## config.mk

```make
export PLATFORM = sky130hd
export DESIGN_NAME = load_store_unit_flat
export DESIGN_NICKNAME = d
export VERILOG_FILES = /design/src/rtl/rv_pkg.sv /design/src/rtl/load_store_unit_if.sv /design/src/rtl/load_store_unit_align.sv /design/src/rtl/load_store_unit.sv /design/src/flat_wrapper.sv
export SDC_FILE = /design/constraint.sdc
export NUM_CORES = 1
export LEC_CHECK = 0
export CELL_PAD_IN_SITES_DETAIL_PLACEMENT = 0
export CELL_PAD_IN_SITES_GLOBAL_PLACEMENT = 1
export CORE_MARGIN = 5
export CORE_UTILIZATION = 35
export CTS_BUF_LIST = sky130_fd_sc_hd__clkbuf_8
export DETAILED_ROUTE_END_ITERATION = 7
export PLACE_DENSITY_LB_ADDON = 0.1
export REMOVE_ABC_BUFFERS = 1
export SYNTH_ARGS = -nofsm -noshare
export SYNTH_HDL_FRONTEND = slang
export SYNTH_SLANG_ARGS = --single-unit
```

## constraint.sdc

```tcl
create_clock -name clk -period 5.7 [get_ports clk]
set_clock_uncertainty 0.1 [all_clocks]
set_input_delay 1.14 -clock clk [delete_from_list [all_inputs] [get_ports clk]]
set_output_delay 1.14 -clock clk [all_outputs]
set_load 0.01 [all_outputs]
```

## src/rtl/rv_pkg.sv

```systemverilog
// Shared RV32I encodings and LSU types for the load/store unit.
package rv_pkg;

  localparam logic [6:0] OP_LOAD   = 7'b0000011;
  localparam logic [6:0] OP_STORE  = 7'b0100011;
  localparam logic [6:0] OP_BRANCH = 7'b1100011;

  localparam logic [2:0] F3_B  = 3'b000;
  localparam logic [2:0] F3_H  = 3'b001;
  localparam logic [2:0] F3_W  = 3'b010;
  localparam logic [2:0] F3_BU = 3'b100;
  localparam logic [2:0] F3_HU = 3'b101;

  localparam logic [1:0] EXC_MISALIGN = 2'b01;
  localparam logic [1:0] EXC_ILLEGAL  = 2'b10;
  localparam logic [1:0] EXC_TIMEOUT  = 2'b11;

  typedef enum logic [1:0] {
    ST_IDLE = 2'd0,
    ST_REQ  = 2'd1,
    ST_WAIT = 2'd2
  } lsu_state_t;

  // Width encoding not supported for the given access direction.
  function automatic logic f3_illegal(input logic is_store, input logic [2:0] f3);
    if (is_store) return !(f3 == F3_B || f3 == F3_H || f3 == F3_W);
    else          return (f3 == 3'b011 || f3 == 3'b110 || f3 == 3'b111);
  endfunction

  // Halfword needs addr[0]==0, word needs addr[1:0]==0.
  function automatic logic addr_misaligned(input logic [2:0] f3, input logic [1:0] a);
    return (f3[1:0] == 2'b01 && a[0]) || (f3[1:0] == 2'b10 && a != 2'b00);
  endfunction

endpackage

```

## src/rtl/load_store_unit_if.sv

```systemverilog
// Data-memory req/gnt/rvalid port of the load/store unit.
interface load_store_unit_if;
  logic        req;
  logic        we;
  logic [31:0] addr;
  logic [3:0]  be;
  logic [31:0] wdata;
  logic        gnt;
  logic        rvalid;
  logic [31:0] rdata;

  modport master (output req, we, addr, be, wdata, input gnt, rvalid, rdata);
  modport slave  (input req, we, addr, be, wdata, output gnt, rvalid, rdata);
endinterface

```

## src/rtl/load_store_unit_align.sv

```systemverilog
// Store byte-lane/enable generation and load extract/extend (combinational).
module lsu_align
  import rv_pkg::*;
(
  input  logic [1:0]  i_addr_lo,
  input  logic [2:0]  i_f3,
  input  logic [31:0] i_store_data,
  input  logic [31:0] i_load_word,
  output logic [3:0]  o_be,
  output logic [31:0] o_wdata,
  output logic [31:0] o_load_data
);

  logic [7:0]  w_byte;
  logic [15:0] w_half;

  // Store lanes: replicate data across lanes, enable only the addressed bytes.
  always_comb begin
    o_be    = '0;
    o_wdata = '0;
    case (i_f3[1:0])
      2'b00: begin
        o_be    = 4'b0001 << i_addr_lo;
        o_wdata = {4{i_store_data[7:0]}};
      end
      2'b01: begin
        o_be    = i_addr_lo[1] ? 4'b1100 : 4'b0011;
        o_wdata = {2{i_store_data[15:0]}};
      end
      2'b10: begin
        o_be    = 4'b1111;
        o_wdata = i_store_data;
      end
      default: ;
    endcase
  end

  // Load extract: pick the addressed byte/half and extend per funct3.
  always_comb begin
    w_byte = '0;
    case (i_addr_lo)
      2'd0: w_byte = i_load_word[7:0];
      2'd1: w_byte = i_load_word[15:8];
      2'd2: w_byte = i_load_word[23:16];
      2'd3: w_byte = i_load_word[31:24];
      default: ;
    endcase
    w_half = i_addr_lo[1] ? i_load_word[31:16] : i_load_word[15:0];
    case (i_f3)
      F3_B:    o_load_data = {{24{w_byte[7]}}, w_byte};
      F3_H:    o_load_data = {{16{w_half[15]}}, w_half};
      F3_W:    o_load_data = i_load_word;
      F3_BU:   o_load_data = {24'd0, w_byte};
      F3_HU:   o_load_data = {16'd0, w_half};
      default: o_load_data = '0;
    endcase
  end

endmodule

```

## src/rtl/load_store_unit.sv

```systemverilog
// MEM stage: drives the data-memory port, aligns stores, extends loads and
// produces one registered writeback or exception pulse per instruction.
module load_store_unit
  import rv_pkg::*;
#(
  parameter int unsigned TIMEOUT_CYCLES = 16
) (
  input  logic                      clk,
  input  logic                      rst,
  input  logic                      ex_valid,
  input  logic [6:0]                opcode,
  input  logic [2:0]                funct3,
  input  logic [4:0]                rd,
  input  logic [31:0]               alu_result,
  input  logic [31:0]               store_data,
  output logic                      lsu_stall,
  load_store_unit_if.master         dmem,
  output logic                      wb_valid,
  output logic [4:0]                wb_rd,
  output logic [31:0]               wb_data,
  output logic                      exc,
  output logic [1:0]                exc_code
);

  localparam int unsigned CW = $clog2(TIMEOUT_CYCLES + 1);
  localparam logic [CW-1:0] LAST = CW'(TIMEOUT_CYCLES - 1);

  lsu_state_t  r_state, w_state_nxt;
  logic [31:0] r_addr, r_sdata;
  logic [2:0]  r_f3;
  logic [4:0]  r_rd;
  logic        r_we;
  logic [CW-1:0] r_cnt;

  logic        w_is_mem, w_is_store, w_illegal, w_misalign, w_accept, w_timeout;
  logic        w_wb_valid_nxt, w_exc_nxt;
  logic [4:0]  w_wb_rd_nxt;
  logic [31:0] w_wb_data_nxt, w_load_data, w_wdata;
  logic [1:0]  w_exc_code_nxt;
  logic [3:0]  w_be;

  assign w_is_store = (opcode == OP_STORE);
  assign w_is_mem   = ex_valid && (opcode == OP_LOAD || w_is_store);
  assign w_illegal  = f3_illegal(w_is_store, funct3);
  assign w_misalign = addr_misaligned(funct3, alu_result[1:0]);
  assign w_accept   = (r_state == ST_IDLE) && w_is_mem && !w_illegal && !w_misalign;
  assign w_timeout  = (r_cnt == LAST);
  assign lsu_stall  = (r_state != ST_IDLE);

  lsu_align u_align (
    .i_addr_lo    (r_addr[1:0]),
    .i_f3         (r_f3),
    .i_store_data (r_sdata),
    .i_load_word  (dmem.rdata),
    .o_be         (w_be),
    .o_wdata      (w_wdata),
    .o_load_data  (w_load_data)
  );

  // State register, access latches, timeout counter and registered outputs.
  always_ff @(posedge clk or posedge rst) begin
    if (rst) begin
      r_state  <= ST_IDLE;
      r_addr   <= '0;
      r_sdata  <= '0;
      r_f3     <= '0;
      r_rd     <= '0;
      r_we     <= 1'b0;
      r_cnt    <= '0;
      wb_valid <= 1'b0;
      wb_rd    <= '0;
      wb_data  <= '0;
      exc      <= 1'b0;
      exc_code <= '0;
    end else begin
      r_state <= w_state_nxt;
      if (r_state == ST_IDLE && w_is_mem) begin
        r_addr  <= alu_result;
        r_sdata <= store_data;
        r_f3    <= funct3;
        r_rd    <= rd;
        r_we    <= w_is_store;
      end
      if (w_accept)                r_cnt <= '0;
      else if (r_state != ST_IDLE) r_cnt <= r_cnt + CW'(1);
      wb_valid <= w_wb_valid_nxt;
      wb_rd    <= w_wb_rd_nxt;
      wb_data  <= w_wb_data_nxt;
      exc      <= w_exc_nxt;
      exc_code <= w_exc_code_nxt;
    end
  end

  // Next-state: a completed handshake takes priority over a same-cycle timeout.
  always_comb begin
    w_state_nxt = r_state;
    case (r_state)
      ST_IDLE: if (w_accept) w_state_nxt = ST_REQ;
      ST_REQ: begin
        if (dmem.gnt)       w_state_nxt = r_we ? ST_IDLE : ST_WAIT;
        else if (w_timeout) w_state_nxt = ST_IDLE;
      end
      ST_WAIT: if (dmem.rvalid || w_timeout) w_state_nxt = ST_IDLE;
      default: w_state_nxt = ST_IDLE;
    endcase
  end

  // Outputs: bus drive from state, next-cycle writeback/exception values.
  always_comb begin
    w_wb_valid_nxt = 1'b0;
    w_wb_rd_nxt    = '0;
    w_wb_data_nxt  = '0;
    w_exc_nxt      = 1'b0;
    w_exc_code_nxt = '0;
    dmem.req   = (r_state == ST_REQ);
    dmem.we    = dmem.req && r_we;
    dmem.addr  = dmem.req ? {r_addr[31:2], 2'b00} : '0;
    dmem.be    = dmem.req ? w_be : '0;
    dmem.wdata = (dmem.req && r_we) ? w_wdata : '0;
    case (r_state)
      ST_IDLE: begin
        if (w_is_mem) begin
          if (w_illegal) begin
            w_exc_nxt      = 1'b1;
            w_exc_code_nxt = EXC_ILLEGAL;
          end else if (w_misalign) begin
            w_exc_nxt      = 1'b1;
            w_exc_code_nxt = EXC_MISALIGN;
          end
        end else if (ex_valid && opcode != OP_BRANCH) begin
          w_wb_valid_nxt = 1'b1;
          w_wb_rd_nxt    = rd;
          w_wb_data_nxt  = alu_result;
        end
      end
      ST_REQ: begin
        if (!dmem.gnt && w_timeout) begin
          w_exc_nxt      = 1'b1;
          w_exc_code_nxt = EXC_TIMEOUT;
        end
      end
      ST_WAIT: begin
        if (dmem.rvalid) begin
          w_wb_valid_nxt = 1'b1;
          w_wb_rd_nxt    = r_rd;
          w_wb_data_nxt  = w_load_data;
        end else if (w_timeout) begin
          w_exc_nxt      = 1'b1;
          w_exc_code_nxt = EXC_TIMEOUT;
        end
      end
      default: ;
    endcase
  end

endmodule

```

## src/flat_wrapper.sv

```systemverilog
// flat-port wrapper written by rule: the top's interface ports become plain ports
module load_store_unit_flat import rv_pkg::*;
#(
  parameter int unsigned TIMEOUT_CYCLES = 16
)
  (clk, rst, ex_valid, opcode, funct3, rd, alu_result, store_data, lsu_stall, wb_valid, wb_rd, wb_data, exc, exc_code, dmem_req, dmem_we, dmem_addr, dmem_be, dmem_wdata, dmem_gnt, dmem_rvalid, dmem_rdata);
  load_store_unit_if dmem_i ();
  input  logic clk;
  input  logic rst;
  input  logic ex_valid;
  input  logic [6:0] opcode;
  input  logic [2:0] funct3;
  input  logic [4:0] rd;
  input  logic [31:0] alu_result;
  input  logic [31:0] store_data;
  output logic lsu_stall;
  output logic wb_valid;
  output logic [4:0] wb_rd;
  output logic [31:0] wb_data;
  output logic exc;
  output logic [1:0] exc_code;
  output wire logic [$bits(dmem_i.req)-1:0] dmem_req;
  output wire logic [$bits(dmem_i.we)-1:0] dmem_we;
  output wire logic [$bits(dmem_i.addr)-1:0] dmem_addr;
  output wire logic [$bits(dmem_i.be)-1:0] dmem_be;
  output wire logic [$bits(dmem_i.wdata)-1:0] dmem_wdata;
  input wire logic [$bits(dmem_i.gnt)-1:0] dmem_gnt;
  input wire logic [$bits(dmem_i.rvalid)-1:0] dmem_rvalid;
  input wire logic [$bits(dmem_i.rdata)-1:0] dmem_rdata;
  assign dmem_req = dmem_i.req;
  assign dmem_we = dmem_i.we;
  assign dmem_addr = dmem_i.addr;
  assign dmem_be = dmem_i.be;
  assign dmem_wdata = dmem_i.wdata;
  assign dmem_i.gnt = dmem_gnt;
  assign dmem_i.rvalid = dmem_rvalid;
  assign dmem_i.rdata = dmem_rdata;
  load_store_unit #(.TIMEOUT_CYCLES(TIMEOUT_CYCLES)) u_core (.clk(clk), .rst(rst), .ex_valid(ex_valid), .opcode(opcode), .funct3(funct3), .rd(rd), .alu_result(alu_result), .store_data(store_data), .lsu_stall(lsu_stall), .dmem(dmem_i), .wb_valid(wb_valid), .wb_rd(wb_rd), .wb_data(wb_data), .exc(exc), .exc_code(exc_code));
endmodule
```

== Word-level counts from Yosys, hierarchy flattened ==
Index checks and enable logic that the tools add are counted.
Storage, ports and cells
  RAM bits: 0
  input bits: 116
  memories kept: 0
  bits in read-only memories: 0
  register bits after elaboration: 121
  bits in latches: 0
  output and inout port bits: 112
Cells by class
  equality and inequality tests: 25
  reduce and logical (&&, ||, !) cells: 29
  mux-type cells: 44
  multipliers: 0
  divide/modulo/power cells: 0
  order comparisons: 0
  bitwise logic cells: 0
  shift-type cells: 1
  add/sub/neg operators: 1
Operators with widths (number)
  two-way mux 32 bit: 5
  one-hot mux 32 bit (5 select lines): 1
  one-hot mux 32 bit (3 select lines): 1
  one-hot mux 32 bit (2 select lines): 1
  one-hot mux 8 bit (4 select lines): 1
  two-way mux 5 bit: 5
  two-way mux 2 bit: 10
  two-way mux 16 bit: 1
  equality test 3 bit, second input constant: 4
  one-hot mux 2 bit (3 select lines): 2
  one-hot mux 4 bit (3 select lines): 1
  two-way mux 1 bit: 11
  equality test 2 bit, second input constant: 5
  one-hot mux 5 bit (2 select lines): 1
  equality test 3 x 2 -> 1 bit, second input constant: 3
  logical AND 1 bit: 9
  equality test 2 x 1 -> 1 bit, second input constant: 4
  two-way mux 4 bit: 2
  equality test 7 x 2 -> 1 bit, second input constant: 1
  equality test 7 x 6 -> 1 bit, second input constant: 1
  logical OR 1 bit: 7
  != test 7 bit, second input constant: 1
  equality test 3 x 1 -> 1 bit, second input constant: 2
  zero test 2 bit: 3
  other kinds (11): 18

== Longest topological paths before layout ==
  depth after elaboration: 10
  mapped depth: 7

== Cells and area by module ==
Synthesis repeated with hierarchy kept, for this count alone.
Unflattened totals
  cell total of the unflattened synthesis: 577
  area, all modules: 6344.8 um2
By module, submodules not included
  load_store_unit: instances 1, area an instance 5073.6 um2, sequential area each 3027.9 um2, cells an instance 383
  lsu_align: instances 1, area an instance 1271.2 um2, sequential area each 0.0 um2, cells an instance 194

== Worst setup path before layout ==
Ideal clock, no wire load.
  path type: register -> output
  start point: register u_core.r_f3[1]
  end point: output port dmem_wdata[24]
  arrival time: 1552 ps
  stages on the path, launching flop included: 7
  setup slack: 2908 ps
  data required time: 4460 ps
  cells stage by stage: dfrtp_1 -> clkbuf_1 -> clkbuf_1 -> buf_1 -> a21oi_1 -> a2bb2oi_1 -> nor2_1
On the way
  longest elaborated chain between the ends: 3
  elaborated cells on any way between the ends: 5
Ends and longest elaborated chain
  start, declared: line load_store_unit.sv:30  | logic [2:0] r_f3;
  start signal, assigned: line load_store_unit.sv:80  | r_f3 <= funct3;
  equality test 2 bit (tied with other cells): line load_store_unit_align.sv:21  | case (i_f3[1:0])
  one-hot mux 32 bit (3 select lines) *: line load_store_unit_align.sv:21
  two-way mux 32 bit *: line load_store_unit.sv:119  | dmem.wdata = (dmem.req && r_we) ? w_wdata : '0;
  end, declared: line flat_wrapper.sv:26  | output wire logic [$bits(dmem_i.wdata)-1:0] dmem_wdata;
Every way passes the cells marked *; elsewhere a longest branch is shown, timed or not.

== Worst setup path in the final report ==
  start point: register u_core.r_state[1]
  end point: output port dmem_wdata[4]
On the way
  longest elaborated chain between the ends: 3
Ends and longest elaborated chain
  start, declared: line load_store_unit.sv:28  | lsu_state_t r_state, w_state_nxt;
  start signal, assigned: line load_store_unit.sv:76  | r_state <= w_state_nxt;
  equality test 2 x 1 -> 1 bit: line load_store_unit.sv:115  | dmem.req = (r_state == ST_REQ);
  logical AND 1 bit: line load_store_unit.sv:119
  two-way mux 32 bit: line load_store_unit.sv:119
Every way passes these cells.

==> run metrics <==
status=finished clean; setup bufs post-CTS=0; fmax=0.216 GHz; min-delay worst type=register to register; CTS H-tree lvls=4; hold_buf cts=0; CTS sink count=121; clk_lat worst skew=440 ps; clock-pin slew on the worst setup and hold paths=70 ps; Residual DRC=0; die footprint=19600 um^2; # setup viols final=0; post-route ant nets=0; share of post-route cells with drive strength above 1=0.173; CTS root buf=clkbuf_8; Initial Utilization=0.358; mapped cell area=5930 um^2; PD cells=262 nW/um^2; grt total ovfl=0; port bufs=225; first-pass iteration count of the detailed router=4; data arrival time of the worst path=3400 ps; most common cell after layout, fill and taps aside=clkdlybuf4s50_1; Crit. End Element=output pin; routability cong.=0.814; largest net degree at the start of global routing=80; register bit total from synthesis=121; R2R Setup Slk=3010 ps; number of synthesized flops with an enable pin=0; Num CTS Buffers=17; Min Hold Slack=379 ps; Top FF cell, synth=dfrtp_1; Mean Syn Cell Area=11.5 um^2; nets=845; Final Hold Viols=0; VDD IR max=0.125 mV; initial DRC count=226; Yosys cell types=44; vias in the first global route=5164; Chip Width=140 um; yosys warns=0; RSZ-0062 raised after global routing=false; WP data required=4460 ps; # diodes=0; Layout area overhead=48.2%; post-detail-place hpwl=13500 um; via/cell ratio=5.10; routed via count=4894; Die Span Y=140 um; Worst slew margin=0.232; Post-Route WL=18800 um; CTS tree=yes; ys async rst share=1.00; Worst-Margin Slew=1150 ps; commonest cells after routing, fill and taps aside=225 x clkdlybuf4s50_1, 121 x dfrtp_1, 77 x mux2_2; # rows=47; Final Max Slew Viols=0; GR Util All Layers=0.190; overall power=2.30 mW; Core ar.=16600 um^2; sequential area share after synthesis=0.511; first-pass GRT wire length=29200 um; fin crit share=0.814; leak pwr=3.81 nW; cell count after synthesis=515; CP Launch Type=register; Crit Path Category=register to output pin; DR WL/cell=19.5 um; final period demand of the worst path=4640 ps; initial antenna violation count=0; post-cts repair resize count=0; # Max-Cap Violations=0; Clock Path Buffers=2; crit-path max FO=26; io pins=228; total negative slack=0 ps
-- worst max-delay path, stage by stage (launching register included) --
cell             delay, ps
dfrtp_1                420
nand2b_1               280
inv_1                  140
nand2_1                550
a21oi_1                780
and2_1                 240
clkdlybuf4s50_1        540
-- registers in the layout, indices dropped and copies added, names as in the netlist --
| register | count |
|---|---|
| u_core.r_rd | 5 |
| u_core.r_addr | 32 |
| u_core.r_we | 1 |
| u_core.exc_code | 2 |
| u_core.r_state | 2 |
| u_core.wb_rd | 5 |
| u_core.r_cnt | 5 |
| u_core.wb_valid | 1 |
| u_core.wb_data | 32 |
| u_core.exc | 1 |
| u_core.r_sdata | 32 |
| u_core.r_f3 | 3 |
-- cell families (layout without fill, tap and decap cells) --
family                     count (synthesis)  count (layout)  share of synthesized area
and+or+nand+nor                          143             143                      0.126
DFF                                      121             121                      0.511
AOI/OAI and AO/OA                        111             111                      0.133
muxes                                     91              91                      0.188
buffers and inverters                     43             267                     0.0333
xor gates and xnor gates                   3               3                    0.00443
adders and majority gates                  2               2                    0.00422
other                                      1               2                   0.000632
-- metrics by stage --
stage | cells | cell area (um^2) | setup WS [ps] | utilization
2_1_floorplan | 477 | 5750 | 1250 | -
3_3_place_gp | 928 | 8360 | 1650 | 0.504
3_5_place_dp | 928 | 8360 | 1520 | 0.504
4_1_cts | 960 | 8790 | 1010 | 0.530
5_1_grt | 960 | 8790 | 753 | 0.530
6_report | 960 | 8790 | 1060 | 0.530
-- cell usage after synthesis (2+ instances only) --
| master | count | area (um^2) |
|---|---|---|
| inv_1 | 4 | 15.0 |
| nor2b_1 | 14 | 87.6 |
| o21ai_0 | 19 | 95.1 |
| clkbuf_1 | 21 | 78.8 |
| buf_4 | 2 | 15.0 |
| a221oi_1 | 8 | 70.1 |
| and2_1 | 38 | 238 |
| dfrtp_1 | 121 | 3030 |
| mux4_2 | 7 | 158 |
| a2bb2oi_1 | 17 | 149 |
| mux2_2 | 77 | 867 |
| nand3b_1 | 4 | 30.0 |
| a22o_1 | 5 | 43.8 |
| nor4_1 | 3 | 18.8 |
| buf_6 | 2 | 22.5 |
| buf_2 | 11 | 55.1 |
| nor2_1 | 38 | 143 |
| buf_1 | 3 | 11.3 |
| xor2_1 | 2 | 17.5 |
| mux2i_1 | 3 | 30.0 |
| nand2b_1 | 8 | 50.1 |
| a22oi_1 | 7 | 52.6 |
| o32ai_1 | 2 | 17.5 |
| nand2_1 | 29 | 109 |
| mux2_4 | 4 | 60.1 |
| a21oi_1 | 31 | 155 |
| ha_1 | 2 | 25.0 |
| a221o_1 | 16 | 160 |
| nor3_1 | 2 | 10.0 |
-- area by class of cell --
class / instances / area (um^2)
fillers: 1478 / 7800
flip-flops and latches: 121 / 3030
multi-input cells: 352 / 2750
repair buffers: 231 / 2300
well taps: 220 / 275
clock buffers: 19 / 262
clock inverters: 13 / 161
inverters: 4 / 17.5
-- where the power goes --
group	internal, mW	switching, mW
Sequential	0.957	0.0753
Clock	0.489	0.339
Combinational	0.256	0.183
-- metal layers --
| metal | routed length (um) | up-vias | global-route usage |
|---|---|---|---|
| li1 | - | 2283 | - |
| met1 | 8170 | 2412 | 0.245 |
| met2 | 8910 | 182 | 0.307 |
| met3 | 1430 | 17 | 0.0627 |
| met4 | 251 | 0 | 0.0546 |
| met5 | 0 | - | 0 |
-- final timing paths --
kind	start	to	cells past startpoint
setup / recovery	u_core.r_state[1]	dmem_wdata[4]	6
hold / removal	u_core.r_rd[3]	u_core.wb_rd[3]	1
setup reg to reg	u_core.r_f3[0]	u_core.wb_data[14]	3
hold reg to reg	u_core.r_rd[3]	u_core.wb_rd[3]	1
max in group asynchronous	rst	u_core.r_sdata[13]	3
min in group asynchronous	rst	u_core.r_addr[18]	2
Note: power is estimated with default switching activity, not from simulation.
